===== src/rtl/fo_phase_gen.sv =====
// Frequency-offset phase generator: leaky-averages sparse FO estimates and emits
// a per-block base phase and per-sample phase step for the derotator, with lock detect.
module fo_phase_gen #(
  parameter int unsigned NBW_FO   = 15,
  parameter int unsigned NBW_PH   = 20,
  parameter int unsigned NBF_AVG  = 7,
  parameter int unsigned FE_NS_IN = 64
) (
  input  logic                     clk,
  input  logic                     rst_sync,
  input  logic                     i_enable,
  input  logic                     i_fo_valid,
  input  logic signed [NBW_FO-1:0] i_fo_value,
  input  logic                     i_hold,
  input  logic [2:0]               i_alpha_shift,
  input  logic [NBW_FO-2:0]        i_lock_thr,
  input  logic [3:0]               i_lock_cnt,
  input  logic                     i_valid,
  output logic                     o_valid,
  output logic [NBW_PH-1:0]        o_phase_base,
  output logic [NBW_PH-1:0]        o_phase_step,
  output logic                     o_locked
);

  localparam int unsigned NBW_AVG = NBW_FO + NBF_AVG;
  localparam int unsigned NBW_DIF = NBW_AVG + 1;
  localparam int unsigned LOG2_NS = $clog2(FE_NS_IN);
  localparam int unsigned NBW_CNT = 4;

  typedef enum logic [1:0] {ST_IDLE, ST_ACQ, ST_TRACK} state_t;

  state_t                    r_state;
  state_t                    w_state_nxt;
  logic                      w_accept;
  logic                      w_load;
  logic                      w_update;
  logic                      w_clear;

  logic signed [NBW_AVG-1:0] r_avg;
  logic [NBW_PH-1:0]         r_phase;
  logic [NBW_CNT-1:0]        r_cnt;

  logic signed [NBW_FO-1:0]  w_step;
  logic [NBW_PH-1:0]         w_step_ext;
  logic [NBW_PH-1:0]         w_phase_adv;
  logic signed [NBW_AVG-1:0] w_fo_scaled;
  logic signed [NBW_DIF-1:0] w_diff;
  logic signed [NBW_DIF-1:0] w_delta;
  logic signed [NBW_DIF-1:0] w_sum;
  logic [2:0]                w_shamt;
  logic signed [NBW_FO:0]    w_err;
  logic [NBW_FO:0]           w_abs;
  logic                      w_in_thr;
  logic [NBW_CNT-1:0]        w_cnt_tgt;
  logic [NBW_CNT-1:0]        w_cnt_inc;

  always_ff @(posedge clk) begin
    if (rst_sync) r_state <= ST_IDLE;
    else          r_state <= w_state_nxt;
  end

  always_comb begin
    w_state_nxt = r_state;
    if (!i_enable) begin
      w_state_nxt = ST_IDLE;
    end else begin
      case (r_state)
        ST_IDLE:  w_state_nxt = ST_ACQ;
        ST_ACQ:   if (w_accept) w_state_nxt = ST_TRACK;
        ST_TRACK: w_state_nxt = ST_TRACK;
        default:  w_state_nxt = ST_IDLE;
      endcase
    end
  end

  // Control decode: disable wins over any estimate arriving the same cycle
  always_comb begin
    w_clear  = !i_enable;
    w_accept = i_enable && i_fo_valid && !i_hold && (r_state != ST_IDLE);
    w_load   = w_accept && (r_state == ST_ACQ);
    w_update = w_accept && (r_state == ST_TRACK);
  end

  always_comb begin
    w_step      = (r_state == ST_TRACK) ? r_avg[NBW_AVG-1:NBF_AVG] : '0;
    w_step_ext  = {{(NBW_PH-NBW_FO){w_step[NBW_FO-1]}}, w_step};
    w_phase_adv = w_step_ext << LOG2_NS;

    w_fo_scaled = {i_fo_value, {NBF_AVG{1'b0}}};
    w_shamt     = (32'(i_alpha_shift) > NBF_AVG) ? 3'(NBF_AVG) : i_alpha_shift;
    w_diff      = $signed({w_fo_scaled[NBW_AVG-1], w_fo_scaled})
                - $signed({r_avg[NBW_AVG-1], r_avg});
    w_delta     = w_diff >>> w_shamt;
    w_sum       = $signed({r_avg[NBW_AVG-1], r_avg}) + w_delta;

    w_err       = $signed({i_fo_value[NBW_FO-1], i_fo_value})
                - $signed({w_step[NBW_FO-1], w_step});
    w_abs       = w_err[NBW_FO] ? $unsigned(-w_err) : $unsigned(w_err);
    w_in_thr    = (w_abs <= {2'b00, i_lock_thr});
    w_cnt_tgt   = (i_lock_cnt == '0) ? NBW_CNT'(1) : i_lock_cnt;
    w_cnt_inc   = (r_cnt == '1) ? r_cnt : r_cnt + NBW_CNT'(1);
  end

  // Leaky average and lock counter; the sum always lands between avg and target so truncation is exact
  always_ff @(posedge clk) begin
    if (rst_sync || w_clear) begin
      r_avg    <= '0;
      r_cnt    <= '0;
      o_locked <= 1'b0;
    end else if (w_load) begin
      r_avg    <= w_fo_scaled;
      r_cnt    <= NBW_CNT'(1);
      o_locked <= (w_cnt_tgt == NBW_CNT'(1));
    end else if (w_update) begin
      r_avg <= w_sum[NBW_AVG-1:0];
      if (w_in_thr) begin
        r_cnt <= w_cnt_inc;
        if (w_cnt_inc >= w_cnt_tgt) o_locked <= 1'b1;
      end else begin
        r_cnt    <= '0;
        o_locked <= 1'b0;
      end
    end
  end

  always_ff @(posedge clk) begin
    if (rst_sync || w_clear) r_phase <= '0;
    else if (i_valid)        r_phase <= r_phase + w_phase_adv;
  end

  // A block arriving with the disable still sees pre-clear phase and step
  always_ff @(posedge clk) begin
    if (rst_sync) begin
      o_valid      <= 1'b0;
      o_phase_base <= '0;
      o_phase_step <= '0;
    end else begin
      o_valid <= i_valid;
      if (i_valid) begin
        o_phase_base <= r_phase;
        o_phase_step <= w_step_ext;
      end else if (w_clear) begin
        o_phase_base <= '0;
        o_phase_step <= '0;
      end
    end
  end

endmodule


===== config.mk =====
export PLATFORM = sky130hd
export DESIGN_NAME = fo_phase_gen
export DESIGN_NICKNAME = d
export VERILOG_FILES = /design/src/rtl/fo_phase_gen.sv
export SDC_FILE = /design/constraint.sdc
export NUM_CORES = 1
export LEC_CHECK = 0
export CAP_MARGIN = 15
export CELL_PAD_IN_SITES_DETAIL_PLACEMENT = 0
export CELL_PAD_IN_SITES_GLOBAL_PLACEMENT = 1
export CORE_MARGIN = 5
export CORE_UTILIZATION = 35
export CTS_CLUSTER_DIAMETER = 150
export DETAILED_ROUTE_END_ITERATION = 8
export HOLD_SLACK_MARGIN = 0.05
export MAX_ROUTING_LAYER = met4
export PLACE_DENSITY = 0.66
export SETUP_SLACK_MARGIN = 0.1
export SLEW_MARGIN = 10
export SYNTH_ARGS = -nofsm -noshare
export SYNTH_HDL_FRONTEND = slang
export SYNTH_SLANG_ARGS = --single-unit

===== constraint.sdc =====
create_clock -name clk -period 12.9 [get_ports clk]
set_clock_uncertainty 0.15 [all_clocks]
set_input_delay 2.58 -clock clk [delete_from_list [all_inputs] [get_ports clk]]
set_output_delay 2.58 -clock clk [all_outputs]
set_load 0.1 [all_outputs]

# [Word level (Yosys, flattened, before mapping)]
# Cells that the tools add are included.
[op_classes] add_sub_neg=6 n_mul=0 div_mod_pow=0 n_lt_le_gt_ge=2 eq_ne=7 n_shift=1 n_mux=18 bitwise=1 n_reduce_logical=15
[ops] op="20-bit 2-to-1 mux" count=3
[ops] op="22-bit 2-to-1 mux" count=2
[ops] op="23-bit by 3-bit >>> shifter with 22-bit output" count=1
[ops] op="22-bit by 22-bit subtractor with 23-bit output" count=1
[ops] op="22-bit adder" count=1
[ops] op="20-bit adder" count=1
[ops] op="16-bit by 14-bit less-or-equal comparator with 1-bit output" count=1
[ops] op="16-bit 2-to-1 mux" count=1
[ops] op="16-bit negator" count=1
[ops] op="15-bit by 15-bit subtractor with 16-bit output" count=1
[ops] op="15-bit 2-to-1 mux" count=1
[ops] op="4-bit 2-to-1 mux" count=3
[ops] op="1-bit 2-to-1 mux" count=6
[ops] op="2-bit one-hot mux with 3 select lines" count=1
[ops] op="1-bit logical AND" count=5
[ops] op="4-bit by 1-bit adder with 4-bit output (second input constant)" count=1
[ops] op="4-bit by 1-bit == test with 1-bit output (second input constant)" count=1
[ops] op="4-bit == test (second input constant)" count=1
[ops] op="4-bit greater-or-equal comparator" count=1
[ops] op="4-bit zero test" count=1
[ops] op="2-bit nonzero test" count=2
[ops] op="2-bit OR reduction" count=2
[ops] op="3-bit by 2-bit != test with 1-bit output (second input constant)" count=1
[ops] op="2-bit by 1-bit == test with 1-bit output (second input constant)" count=1
[ops] op="9 further kinds" count=10
[word_totals] regBits=90 latch_bits=0 ramBits=0 romBits=0 in_bits=42 out_inout_bits=42 word_cells=60 mem_count=0

# [Longest topological paths before layout]
# Gate-level depths: netlist of run 1.
[logic_depth] ltp_word=9 mapped_depth=26 ltp_nobuf=23

# [Worst setup path before layout of run 1]
# Ideal clock, no wire load.
[synth_path] path_kind="in2reg" start="input i_fo_value[0]" end="register r_avg[19]" setup_ns=0.128 t_arrival_ns=6.957 required_ns=12.622 setup_slack_ns=5.665 stages=22 n_path_buf=0 cell_sequence="ha_1 or3b_2 o311ai_0 a31oi_1 nor3_1 o21a_1 nor2_1 xnor2_1 a21oi_1 mux2_2 mux2i_1 ha_1 a21o_1 a21o_1 a21oi_1 o21ai_0 a211oi_1 o21bai_1 a21oi_1 xnor2_1 a222oi_1 nor2_1"
[synth_via] elab_chain_len=5
[synth_rtl] element="start, declared" line="13" rtl="input logic signed [NBW_FO-1:0] i_fo_value,"
[synth_rtl] element="22-bit by 22-bit subtractor with 23-bit output" line="92" rtl="- $signed({r_avg[NBW_AVG-1], r_avg});"
[synth_rtl] element="23-bit by 3-bit >>> shifter with 22-bit output" line="93" rtl="w_delta = w_diff >>> w_shamt;"
[synth_rtl] element="22-bit adder" line="94" rtl="w_sum = $signed({r_avg[NBW_AVG-1], r_avg}) + w_delta;"
[synth_rtl] element="22-bit 2-to-1 mux" line="114" rtl="end else if (w_update) begin"
[synth_rtl] element="22-bit 2-to-1 mux" line="110" rtl="end else if (w_load) begin"
[synth_rtl] element="end signal, assigned" line="111" rtl="r_avg <= w_fo_scaled;"
[synth_rtl] element="end signal, assigned" line="115" rtl="r_avg <= w_sum[NBW_AVG-1:0];"
[synth_rtl] element="end, declared" line="39" rtl="logic signed [NBW_AVG-1:0] r_avg;"
# Every way passes these cells. The select of a mux whose other input is x is not followed.
# A chain may end at the register's enable or synchronous reset.

# [Worst setup path in the final report of run 1]
# Ends and elaborated chain as after synthesis.

==> results of run 1 <==
-- cell families after synthesis --
group	Yosys count	share of synthesized area (%)
adder cells (fa/ha/maj)	92	15.65
other	1	0.05000
buffers and inverters	118	6.557
flip-flops	73	19.49
AND/OR/NAND/NOR	300	18.70
XOR/XNOR	71	8.292
multiplexers	42	6.306
AO/OA/AOI/OAI	271	24.96
-- final timing paths --
check	start	to	slack [ps]
worst max register to register	r_state[0]	o_locked	6800
worst min-delay path	o_phase_step[7]	o_phase_step[7]	320
worst max-delay path	i_fo_value[0]	r_avg[19]	4780
worst min register to register	o_phase_step[7]	o_phase_step[7]	320
-- stage by stage --
step	util [%]	std cells	hold WS, ps
3_3_place_gp	40.22	1287	309.6
5_1_grt	41.69	1304	342.2
6_report	41.69	1304	323.6
4_1_cts	41.65	1303	324.9
3_5_place_dp	40.22	1287	309.0
2_1_floorplan	-	973	308.6
-- where the power goes --
part           total [W]  switching (W)  internal [W]
clock           0.000257       0.000106      0.000151
sequential      0.000227    0.000000598      0.000226
combinational   0.000199       0.000117     0.0000822
total           0.000682       0.000223      0.000460
-- worst max-delay path, cell delays in order --
cell	delay (ps)
sky130_fd_sc_hd__clkdlybuf4s50_1	470
sky130_fd_sc_hd__ha_1	430
sky130_fd_sc_hd__or3b_2	460
sky130_fd_sc_hd__o311ai_0	600
sky130_fd_sc_hd__a31oi_1	300
sky130_fd_sc_hd__nor3_1	220
sky130_fd_sc_hd__o21a_1	150
sky130_fd_sc_hd__nor2_1	60
sky130_fd_sc_hd__xnor2_1	240
sky130_fd_sc_hd__a21oi_1	100
sky130_fd_sc_hd__mux2_2	300
sky130_fd_sc_hd__mux2i_1	160
sky130_fd_sc_hd__ha_1	300
sky130_fd_sc_hd__a21o_1	190
sky130_fd_sc_hd__a21o_1	170
sky130_fd_sc_hd__a21oi_1	160
sky130_fd_sc_hd__o21ai_0	110
sky130_fd_sc_hd__a211oi_1	370
sky130_fd_sc_hd__o21bai_1	100
sky130_fd_sc_hd__a21oi_1	240
sky130_fd_sc_hd__xnor2_1	90
sky130_fd_sc_hd__a222oi_1	320
sky130_fd_sc_hd__nor2_1	70
-- per-layer routing --
layer	vias up	global-route usage (%)	routed length, µm
met5	-	-	0
met4	0	5.083	378
met3	18	2.406	894
met2	127	26.12	8857
met1	3119	25.40	10970
li1	3604	-	-
-- synthesized netlist by cell type (17+ instances only) --
master / number
sky130_fd_sc_hd__nand2_1: 89
sky130_fd_sc_hd__inv_1: 69
sky130_fd_sc_hd__nor3_1: 18
sky130_fd_sc_hd__nand3_1: 20
sky130_fd_sc_hd__nor2_1: 98
sky130_fd_sc_hd__xor2_1: 26
sky130_fd_sc_hd__xnor2_1: 45
sky130_fd_sc_hd__mux2i_1: 30
sky130_fd_sc_hd__dfxtp_1: 73
sky130_fd_sc_hd__o21ai_0: 52
sky130_fd_sc_hd__a21o_1: 17
sky130_fd_sc_hd__a22o_1: 27
sky130_fd_sc_hd__a21oi_1: 70
sky130_fd_sc_hd__ha_1: 89
sky130_fd_sc_hd__clkbuf_1: 30
-- state kept, by name, summed over array words and instances, names as in the netlist --
register	cells
r_avg	22
o_phase_step	15
o_phase_base	14
r_phase	14
r_cnt	4
r_state	2
o_locked	1
o_valid	1
-- layout make-up --
| cell class | count | area [µm²] | share of cell area (%) |
|---|---|---|---|
| multi-input combinational | 782 | 5570 | 63.36 |
| sequential | 73 | 1461 | 16.62 |
| timing repair buffer | 87 | 845.8 | 9.621 |
| tap | 275 | 344.1 | 3.914 |
| inverter | 71 | 266.5 | 3.032 |
| clock buffer | 9 | 225.2 | 2.562 |
| clock inverter | 7 | 77.57 | 0.8824 |
==> PnR_summary.wiki, run 1 <==
{| class="wikitable"
! Metric !! Value
|-
| Number of hold-slack violations in the final timing report || 0
|-
| Chip Height || ~160 µm
|-
| Chip Width || around 160 µm
|-
| Inserted Clock Buffers || 9
|-
| Clk slew on worst S/H paths || about 60 ps
|-
| Final worst-path setup slack || roughly 4800 ps
|-
| Antenna violations before repair || 0
|-
| Worst slack, placed || roughly 4400 ps
|-
| Netlist Area Pre-Place || 7500 µm²
|-
| Number of enable-type register cells in the synthesized netlist || 0
|-
| Count of H-tree levels built during CTS || 3
|-
| Clock Root Buffer || sky130_fd_sc_hd__clkbuf_16
|-
| Post-synthesis async set-or-reset flop share || 0%
|-
| Number of I/O pins || 84
|-
| GPL Wtd Cong || ~0.83
|-
| Via/cell ratio || approximately 5.3
|-
| Number of global-route vias before repair || between 6k and 7k
|-
| Total power after layout || a little under 0.0007 W
|-
| Routed WL per cell || around 16 µm
|-
| Fin area || a little under 9000 µm²
|-
| Standard-cell row count || 53
|-
| Clk sinks || 73
|-
| Highest achievable clock rate || between 100 and 150 MHz
|-
| Nature of the critical path endpoint || flop
|-
| Worst setup path class || in2reg
|-
| Slew Limit Fails || 0
|-
| IR drop worst, VDD || just over 0.05 mV
|-
| Post-CTS setup buffer count || 0
|-
| Post-synthesis area per instance || ~7.7 µm²
|-
| Cell depth of the worst min-delay path || 1
|-
| Drt first-iter violations || around 430
|-
| Total global routing overflow || 0
|-
| Buffers on Ports || slightly below 80
|-
| Pin slew with the least headroom to its limit || 995.6 ps
|-
| Sequential area share after synthesis || between 10% and 20%
|-
| Worst skew pair latency || about 350 ps
|-
| Antenna diode instance count || 0
|-
| Synthesized flop and latch total || between 70 and 80
|-
| Normalized max-slew margin || between 30 and 40%
|-
| Most common library cell in the layout ignoring fill and taps || sky130_fd_sc_hd__nor2_1
|-
| Status || finished clean
|-
| Standard cell core area || about 21000 µm²
|-
| Filler cells || 2192
|-
| Final min period || about 8100 ps
|-
| Layout overhead on the synthesized area || 17.22%
|-
| Proportion of layout cells with a drive suffix above 1 || 5.442%
|-
| Worst min path class || reg2reg
|-
| Aggregate negative setup slack || 0 ps
|-
| Pwr Density || 77.64 nW/µm²
|-
| Antenna viol nets, final || 0
|-
| Cell leakage power || between 3 and 4 nW
|-
| Number of vias after detailed routing || about 7k
|-
| Cell types with the largest area share after synthesis || sky130_fd_sc_hd__dfxtp_1 (19%), sky130_fd_sc_hd__ha_1 (15%), sky130_fd_sc_hd__xnor2_1 (5.3%)
|-
| Nets@finish || 1158
|-
| Dominant synthesized flop cell || sky130_fd_sc_hd__dfxtp_1
|-
| Largest net degree at the start of global routing || 45
|-
| Post-detailed-placement half-perimeter wirelength || between 15000 and 20000 µm
|-
| Detailed-route wire length || about 21000 µm
|-
| Post-DP Area || roughly 8500 µm²
|-
| Critical path startpoint category || input port
|-
| Overall fraction of global-route tracks in use || 17.77%
|-
| Initial DRT Pass Iterations || 5
|-
| Count of cells resized by post-cts repair || 0
|-
| Number of warnings issued by yosys || 0
|-
| Floorplan die area || ~24000 µm²
|-
| Data arrival time of the critical path || roughly 8000 ps
|-
| Required time at the endpoint of the critical path || 12970 ps
|-
| Clock buffer depth || 2
|-
| Fraction of post-synthesis cell area in the top cell type by area || between 10% and 20%
|-
| First-pass GRT wire length || roughly 34000 µm
|-
| Unrepaired setup endpoints after global routing || no
|-
| Residual DRC count || 0
|-
| Count of final setup violators || 0
|-
| Initial core utilization || between 30% and 40%
|-
| Part of the cycle the worst path needs || 62.94%
|-
| Synth area leader || sky130_fd_sc_hd__dfxtp_1
|-
| Distinct cells, synth || 74
|-
| CTS tree || done
|-
| Register-to-Register Path Depth || 23
|-
| Post-cts hold buffer count || 0
|-
| Gate count after technology mapping || 968
|-
| Leading cell types in the layout, fill and taps excluded || sky130_fd_sc_hd__nor2_1 (96), sky130_fd_sc_hd__nand2_1 (89), sky130_fd_sc_hd__ha_1 (89), sky130_fd_sc_hd__clkdlybuf4s50_1 (77), sky130_fd_sc_hd__dfxtp_1 (73)
|-
| Biggest fanout along the worst timing path || 7
|-
| Count of max-cap constraint violations || 0
|}
Power figures use the tool's default switching activity.
==> inputs of run 2 (changes only) <==
Settings changed: PLACE_DENSITY 0.66 to 0.69.
Clock period 12.9 ns to 6.7 ns, I/O delays scaled along.
==> run 2 against run 1 <==
  * Sequential cell count is the same
  * Register-to-register slack worse by 5800 ps
  * Via count grew 3.4%
  * Critical endpoint is now r_avg[20]
  * Final cell count grew 2.1%
  * Critical path depth shrank 3
  * Die area did not move
  * Non-clock buffer count up 27
  * Worst hold slack got worse by 1.7 ps
  * Combinational power increased by 100%
  * Critical path type unchanged
  * Clock power grew 110%
  * First-iteration DRC count fell by 15%
  * Sequential power is 93% higher
==> PnR_summary.wiki, run 2 (synthesis gave the netlist of run 1 again) <==
{| class="wikitable"
! Metric !! Value
|-
| First-pass GRT wire length || 34150 µm
|-
| Critical path startpoint category || input port
|-
| Buffers on Ports || just under 80
|-
| Final worst-path setup slack || approximately 360 ps
|-
| Largest net degree at the start of global routing || 35
|-
| Most common library cell in the layout ignoring fill and taps || sky130_fd_sc_hd__nor2_1
|-
| Maximum single-stage delay on the critical path || approximately 570 ps
|-
| Post-CTS setup buffer count || 0
|-
| Leading cell types in the layout, fill and taps excluded || sky130_fd_sc_hd__nor2_1 (96), sky130_fd_sc_hd__nand2_1 (89), sky130_fd_sc_hd__ha_1 (89), sky130_fd_sc_hd__clkdlybuf4s50_1 (77), sky130_fd_sc_hd__dfxtp_1 (73)
|-
| Antenna diode instance count || 0
|-
| Number of gates on the worst path with buffers counted || 20
|-
| Clock buffer depth || 2
|-
| Register-to-Register Path Depth || 23
|-
| Pwr Density || 152.0 nW/µm²
|-
| Chip Height || roughly 160 µm
|-
| Number of vias after detailed routing || between 7k and 8k
|-
| Residual DRC count || 0
|-
| Number of global-route vias before repair || ~6.6k
|-
| Beginning of the worst register-to-register path || r_state[0]
|-
| Worst slack, placed || 25.05 ps
|-
| Total global routing overflow || 0
|-
| Required time at the endpoint of the critical path || approximately 6800 ps
|-
| Number of hold-slack violations in the final timing report || 0
|-
| Biggest regs || r_avg x22, o_phase_step x15
|-
| Worst setup slack for register-to-register paths || 1000 ps
|-
| Status || finished clean
|-
| Data arrival time of the critical path || about 6400 ps
|-
| Crit-path most repeated cell || sky130_fd_sc_hd__a21oi_1
|-
| Chip Width || around 160 µm
|-
| Largest delay contributor family on the critical path || compound AO/OA/AOI/OAI gates
|-
| Aggregate negative setup slack || 0 ps
|-
| Clk slew on worst S/H paths || ~60 ps
|-
| Part of the cycle the worst path needs || 94.64%
|-
| Via/cell ratio || 5.336
|-
| GPL Wtd Cong || 0.9474
|-
| Unrepaired setup endpoints after global routing || no
|-
| Critical path's slowest cell || sky130_fd_sc_hd__clkdlybuf4s50_1
|-
| CTS tree || done
|-
| Filler cells || 2147
|-
| Register name with the most flops || r_avg
|-
| Count of final setup violators || 0
|-
| Number of I/O pins || 84
|-
| Worst setup path endpoint || r_avg[20]
|-
| Number of buffers and inverters on the critical path || 2
|-
| Initial DRT Pass Iterations || 5
|-
| Largest register FFs || 22
|-
| Overall fraction of global-route tracks in use || about 18%
|-
| Count of H-tree levels built during CTS || 3
|-
| Antenna viol nets, final || 0
|-
| Worst setup path class || in2reg
|-
| Worst skew pair latency || between 300 and 400 ps
|-
| Crit. Startpoint || i_fo_value[1]
|-
| Clk sinks || 73
|-
| Detailed-route wire length || between 20000 and 25000 µm
|-
| Antenna violations before repair || 0
|-
| Floorplan die area || 24450 µm²
|-
| Post-cts hold buffer count || 0
|-
| Normalized max-slew margin || 26.06%
|-
| Layout overhead on the synthesized area || 20.67%
|-
| Nets@finish || roughly 1.2k
|-
| Drt first-iter violations || 368
|-
| End of the worst register-to-register path || o_locked
|-
| Worst min path class || reg2reg
|-
| Biggest fanout along the worst timing path || 4
|-
| Count of cells resized by post-cts repair || 0
|-
| Cell leakage power || roughly 3.9 nW
|-
| Initial core utilization || a little over a third
|-
| Pin slew with the least headroom to its limit || between 1000 and 1500 ps
|-
| Routed WL per cell || 15.89 µm
|-
| Final min period || between 6000 and 7000 ps
|-
| Final Hold Slack || 321.9 ps
|-
| Slew Limit Fails || 0
|-
| Post-detailed-placement half-perimeter wirelength || between 15000 and 20000 µm
|-
| Highest achievable clock rate || 157.7 MHz
|-
| Total power after layout || approximately 0.0014 W
|-
| Clock Root Buffer || sky130_fd_sc_hd__clkbuf_16
|-
| Count of max-cap constraint violations || 0
|-
| Standard cell core area || about 21000 µm²
|-
| Inserted Clock Buffers || 9
|-
| Sequence of cells on the critical path || clkdlybuf4s50_1, ha_1, a21oi_1, o41ai_4, a221o_1, a31oi_1, o311ai_0, xor2_1, buf_4, mux4_2, mux2_2, ha_1, a21oi_1, o21a_1, a311oi_1, a211oi_1, a21oi_1, xor2_1, a222oi_1, nor2_1
|-
| Proportion of layout cells with a drive suffix above 1 || 8.428%
|-
| IR drop worst, VDD || around 0.11 mV
|-
| Standard-cell row count || 53
|-
| Nature of the critical path endpoint || flop
|}
==> run 2: changes by cell type in the layout (fill, tap and decap cells not counted), sizes merged <==
cell,previous run,this run
bufinv,1,2
clkinvlp,1,0
buf,10,37
==> run 2: worst min path at each step <==
| stage | slack [ps] | start | cells past startpoint | to |
|---|---|---|---|---|
| after detailed placement | 310 | o_phase_step[12] | 1 | o_phase_step[12] |
| after global placement | 310 | o_phase_base[7] | 1 | o_phase_base[7] |
| after global routing | 350 | o_phase_base[10] | 1 | o_phase_base[10] |
| after floorplan | 310 | r_phase[12] | 2 | r_phase[12] |
| final | 320 | o_phase_step[12] | 1 | o_phase_step[12] |
| after CTS | 320 | o_phase_base[7] | 1 | o_phase_base[7] |
==> run 2: per-stage QoR <==
| step | cell area (µm²) | util [%] | std cells |
|---|---|---|---|
| 2_1_floorplan | 7518 | - | 973 |
| 3_3_place_gp | 8691 | 41.21 | 1315 |
| 3_5_place_dp | 8691 | 41.21 | 1315 |
| 4_1_cts | 9019 | 42.77 | 1331 |
| 5_1_grt | 9050 | 42.92 | 1331 |
| 6_report | 9050 | 42.92 | 1331 |
==> run 2: per-layer routing <==
metal | routed length, µm | GRT usage (%) | up-vias
met5 | 0 | - | -
met4 | 269 | 3.843 | 0
met3 | 832 | 2.627 | 19
met2 | 9586 | 27.80 | 135
met1 | 10470 | 23.84 | 3284
li1 | - | - | 3664
==> run 2: power by group <==
group          switching, W  internal [W]
Combinational      0.000230      0.000174
Clock              0.000204      0.000331
Sequential       0.00000115      0.000435
Total              0.000436      0.000940
==> run 2: final cells by class <==
cell class | instances | area [µm²] | area share, %
multi-input cells | 782 | 5602 | 61.90
flip-flops and latches | 73 | 1461 | 16.15
repair buffers | 114 | 1049 | 11.59
well taps | 275 | 344.1 | 3.802
inverters | 71 | 266.5 | 2.945
clock buffers | 9 | 225.2 | 2.489
clock inverters | 7 | 102.6 | 1.134
==> inputs of run 3 (changes only) <==
Settings changed: PLACE_DENSITY 0.69 to 0.66.
Clock period 6.7 ns to 7.1 ns, I/O delays scaled along.
==> run 3 against run 2 <==
  * Setup slack better by 190 ps
  * Sequential cell count stayed put
  * Register-to-register slack better by 110 ps
  * Final area is 2.6% lower
  * Clock power is 19% lower
  * Sequential share of layout area is 0.44 points higher
  * Utilization is 1.1 points lower
  * Power is 12% lower
  * Die area stayed put
  * Global-route usage is 0.30 points higher
  * Combinational power is 9.1% lower
  * Final cell count is 1.8% lower
  * Critical path type unchanged
  * Largest cell class unchanged
  * Highest routed layer unchanged
==> PnR_summary.wiki, run 3 (synthesis gave the netlist of run 1 again) <==
{| class="wikitable"
! Metric !! Value
|-
| Status || finished clean
|-
| End of the worst register-to-register path || o_locked
|-
| Nature of the critical path endpoint || flop
|-
| Floorplan die area || 24450 µm²
|-
| Required time at the endpoint of the critical path || slightly above 7000 ps
|-
| Layout overhead on the synthesized area || 17.48%
|-
| Pwr Density || approximately 140 nW/µm²
|-
| Register-to-Register Path Depth || 23
|-
| Antenna viol nets, final || 0
|-
| Antenna violations before repair || 0
|-
| Post-detailed-placement half-perimeter wirelength || around 18000 µm
|-
| Biggest fanout along the worst timing path || 4
|-
| Worst skew pair latency || between 300 and 400 ps
|-
| Nets@finish || 1161
|-
| Worst slack, placed || 197.4 ps
|-
| Chip Width || approximately 160 µm
|-
| Count of H-tree levels built during CTS || 3
|-
| Detailed-route wire length || between 20000 and 25000 µm
|-
| Biggest regs || r_avg x22, o_phase_step x15
|-
| Largest net degree at the start of global routing || 34
|-
| Inserted Clock Buffers || 9
|-
| Part of the cycle the worst path needs || about 92%
|-
| Clock buffer depth || 2
|-
| Met3 WL || slightly above 800 µm
|-
| Placed insts || 1291
|-
| Register name with the most flops || r_avg
|-
| Slew Limit Fails || 0
|-
| Residual DRC count || 0
|-
| Count of max-cap constraint violations || 0
|-
| Routed length on met2 || just under 9000 µm
|-
| Clk slew on worst S/H paths || roughly 60 ps
|-
| Routed WL per cell || between 15 and 20 µm
|-
| Number of I/O pins || 84
|-
| Worst setup slack for register-to-register paths || roughly 1100 ps
|-
| Crit. Startpoint || i_fo_value[0]
|-
| IR drop worst, VDD || about 0.084 mV
|-
| Most common library cell in the layout ignoring fill and taps || sky130_fd_sc_hd__nor2_1
|-
| CTS tree || done
|-
| Drt first-iter violations || 308
|-
| Beginning of the worst register-to-register path || r_state[0]
|-
| Unrepaired setup endpoints after global routing || no
|-
| Worst setup path class || in2reg
|-
| Overall fraction of global-route tracks in use || 17.88%
|-
| Filler cells || ~2.2k
|-
| Worst min path class || reg2reg
|-
| First-pass GRT wire length || ~34000 µm
|-
| Pin slew with the least headroom to its limit || between 1000 and 1500 ps
|-
| Post-cts hold buffer count || 0
|-
| Worst setup path endpoint || r_avg[20]
|-
| Total power after layout || ~0.0012 W
|-
| Number of hold-slack violations in the final timing report || 0
|-
| Standard-cell row count || between 50 and 60
|-
| Number of global-route vias before repair || between 6k and 7k
|-
| Standard cell core area || between 20000 and 25000 µm²
|-
| Aggregate negative setup slack || 0 ps
|-
| Final worst-path setup slack || 552.1 ps
|-
| Cell Count, Final, Fillers Out || between 1k and 1.5k
|-
| Antenna diode instance count || 0
|-
| Cell leakage power || ~3.8 nW
|-
| GPL Wtd Cong || ~0.88
|-
| Fin area || slightly below 9000 µm²
|-
| Leading cell types in the layout, fill and taps excluded || sky130_fd_sc_hd__nor2_1 (96), sky130_fd_sc_hd__nand2_1 (89), sky130_fd_sc_hd__ha_1 (89), sky130_fd_sc_hd__clkdlybuf4s50_1 (77), sky130_fd_sc_hd__dfxtp_1 (73)
|-
| Final min period || 6548 ps
|-
| Clk sinks || 73
|-
| Proportion of layout cells with a drive suffix above 1 || between 5 and 6%
|-
| Normalized max-slew margin || a little under a quarter
|-
| Initial core utilization || between 30% and 40%
|-
| Chip Height || between 150 and 200 µm
|-
| Initial DRT Pass Iterations || 5
|-
| Post-DP Area || approximately 8500 µm²
|-
| Critical path startpoint category || input port
|-
| Highest signal layer in the routed design || met4
|-
| Buffers on Ports || between 70 and 80
|-
| Routed length on met1 || roughly 11000 µm
|-
| Clock Root Buffer || sky130_fd_sc_hd__clkbuf_16
|-
| Largest register FFs || 22
|-
| Count of final setup violators || 0
|-
| Via/cell ratio || between 5 and 6
|-
| Number of vias after detailed routing || 6927
|-
| Data arrival time of the critical path || ~6600 ps
|-
| Highest achievable clock rate || between 150 and 200 MHz
|-
| Total global routing overflow || 0
|}
## run 3: cell types whose count changed in the layout (fill, tap and decap cells not counted), moves of 2 or more
| cell | previous run | this run |
|---|---|---|
| sky130_fd_sc_hd__bufinv_16 | 2 | 0 |
| sky130_fd_sc_hd__a21oi_1 | 68 | 70 |
| sky130_fd_sc_hd__a21oi_2 | 2 | 0 |
| sky130_fd_sc_hd__buf_4 | 37 | 12 |
## run 3: where the power goes
group          internal (W)  switching (W)  leakage, nW
clock network      0.000249       0.000181        0.137
registers          0.000411     0.00000106        0.588
logic              0.000152       0.000216         3.03
## run 3: area by class of cell
| class | count | area, µm² | area share [%] |
|---|---|---|---|
| multi-input combinational | 782 | 5582 | 63.35 |
| sequential | 73 | 1461 | 16.59 |
| timing repair buffer | 90 | 875.8 | 9.940 |
| tap | 275 | 344.1 | 3.905 |
| inverter | 71 | 266.5 | 3.025 |
| clock buffer | 11 | 242.7 | 2.755 |
| clock inverter | 5 | 38.79 | 0.4402 |
## run 3: worst min-delay path by stage
| stage | start | end | slack [ps] | depth (start not counted) |
|---|---|---|---|---|
| 3_5_place_dp | o_phase_base[16] | o_phase_base[16] | 310 | 1 |
| 4_1_cts | o_phase_step[8] | o_phase_step[8] | 330 | 1 |
| 6_report | o_phase_base[7] | o_phase_base[7] | 320 | 1 |
| 2_1_floorplan | r_phase[12] | r_phase[12] | 310 | 2 |
| 5_1_grt | o_phase_base[11] | o_phase_base[11] | 340 | 1 |
| 3_3_place_gp | o_phase_step[1] | o_phase_step[1] | 310 | 1 |
## run 3: metrics by stage
step           hold WS (ps)  util (%)
2_1_floorplan         308.6         -
3_3_place_gp          306.6     40.32
5_1_grt               342.4     41.78
3_5_place_dp          308.4     40.39
6_report              321.9     41.78
4_1_cts               326.9     41.73
## run 3: timing repair
item	in CTS	in global routing
gates resized for setup	0	2
buffers inserted	0	0
endpoints found under the setup margin	0	5
## run 3: metal layers
layer,up-vias,GRT usage (%)
met1,3165,26.27
met2,134,25.72
met3,18,2.046
met4,0,5.124
met5,-,-
li1,3610,-
## run 3: worst max-delay path: stages
cell	delay (ps)
sky130_fd_sc_hd__clkdlybuf4s50_1	500
sky130_fd_sc_hd__ha_1	340
sky130_fd_sc_hd__or3b_2	430
sky130_fd_sc_hd__o311ai_0	330
sky130_fd_sc_hd__buf_4	180
sky130_fd_sc_hd__a31oi_1	140
sky130_fd_sc_hd__o31ai_1	310
sky130_fd_sc_hd__a21oi_1	160
sky130_fd_sc_hd__xnor2_1	190
sky130_fd_sc_hd__mux4_2	510
sky130_fd_sc_hd__mux2_2	280
sky130_fd_sc_hd__ha_1	350
sky130_fd_sc_hd__a21oi_1	240
sky130_fd_sc_hd__o21a_1	160
sky130_fd_sc_hd__a311oi_1	50
sky130_fd_sc_hd__a211oi_1	330
sky130_fd_sc_hd__a21oi_1	130
sky130_fd_sc_hd__xor2_1	160
sky130_fd_sc_hd__a222oi_1	330
sky130_fd_sc_hd__nor2_1	60
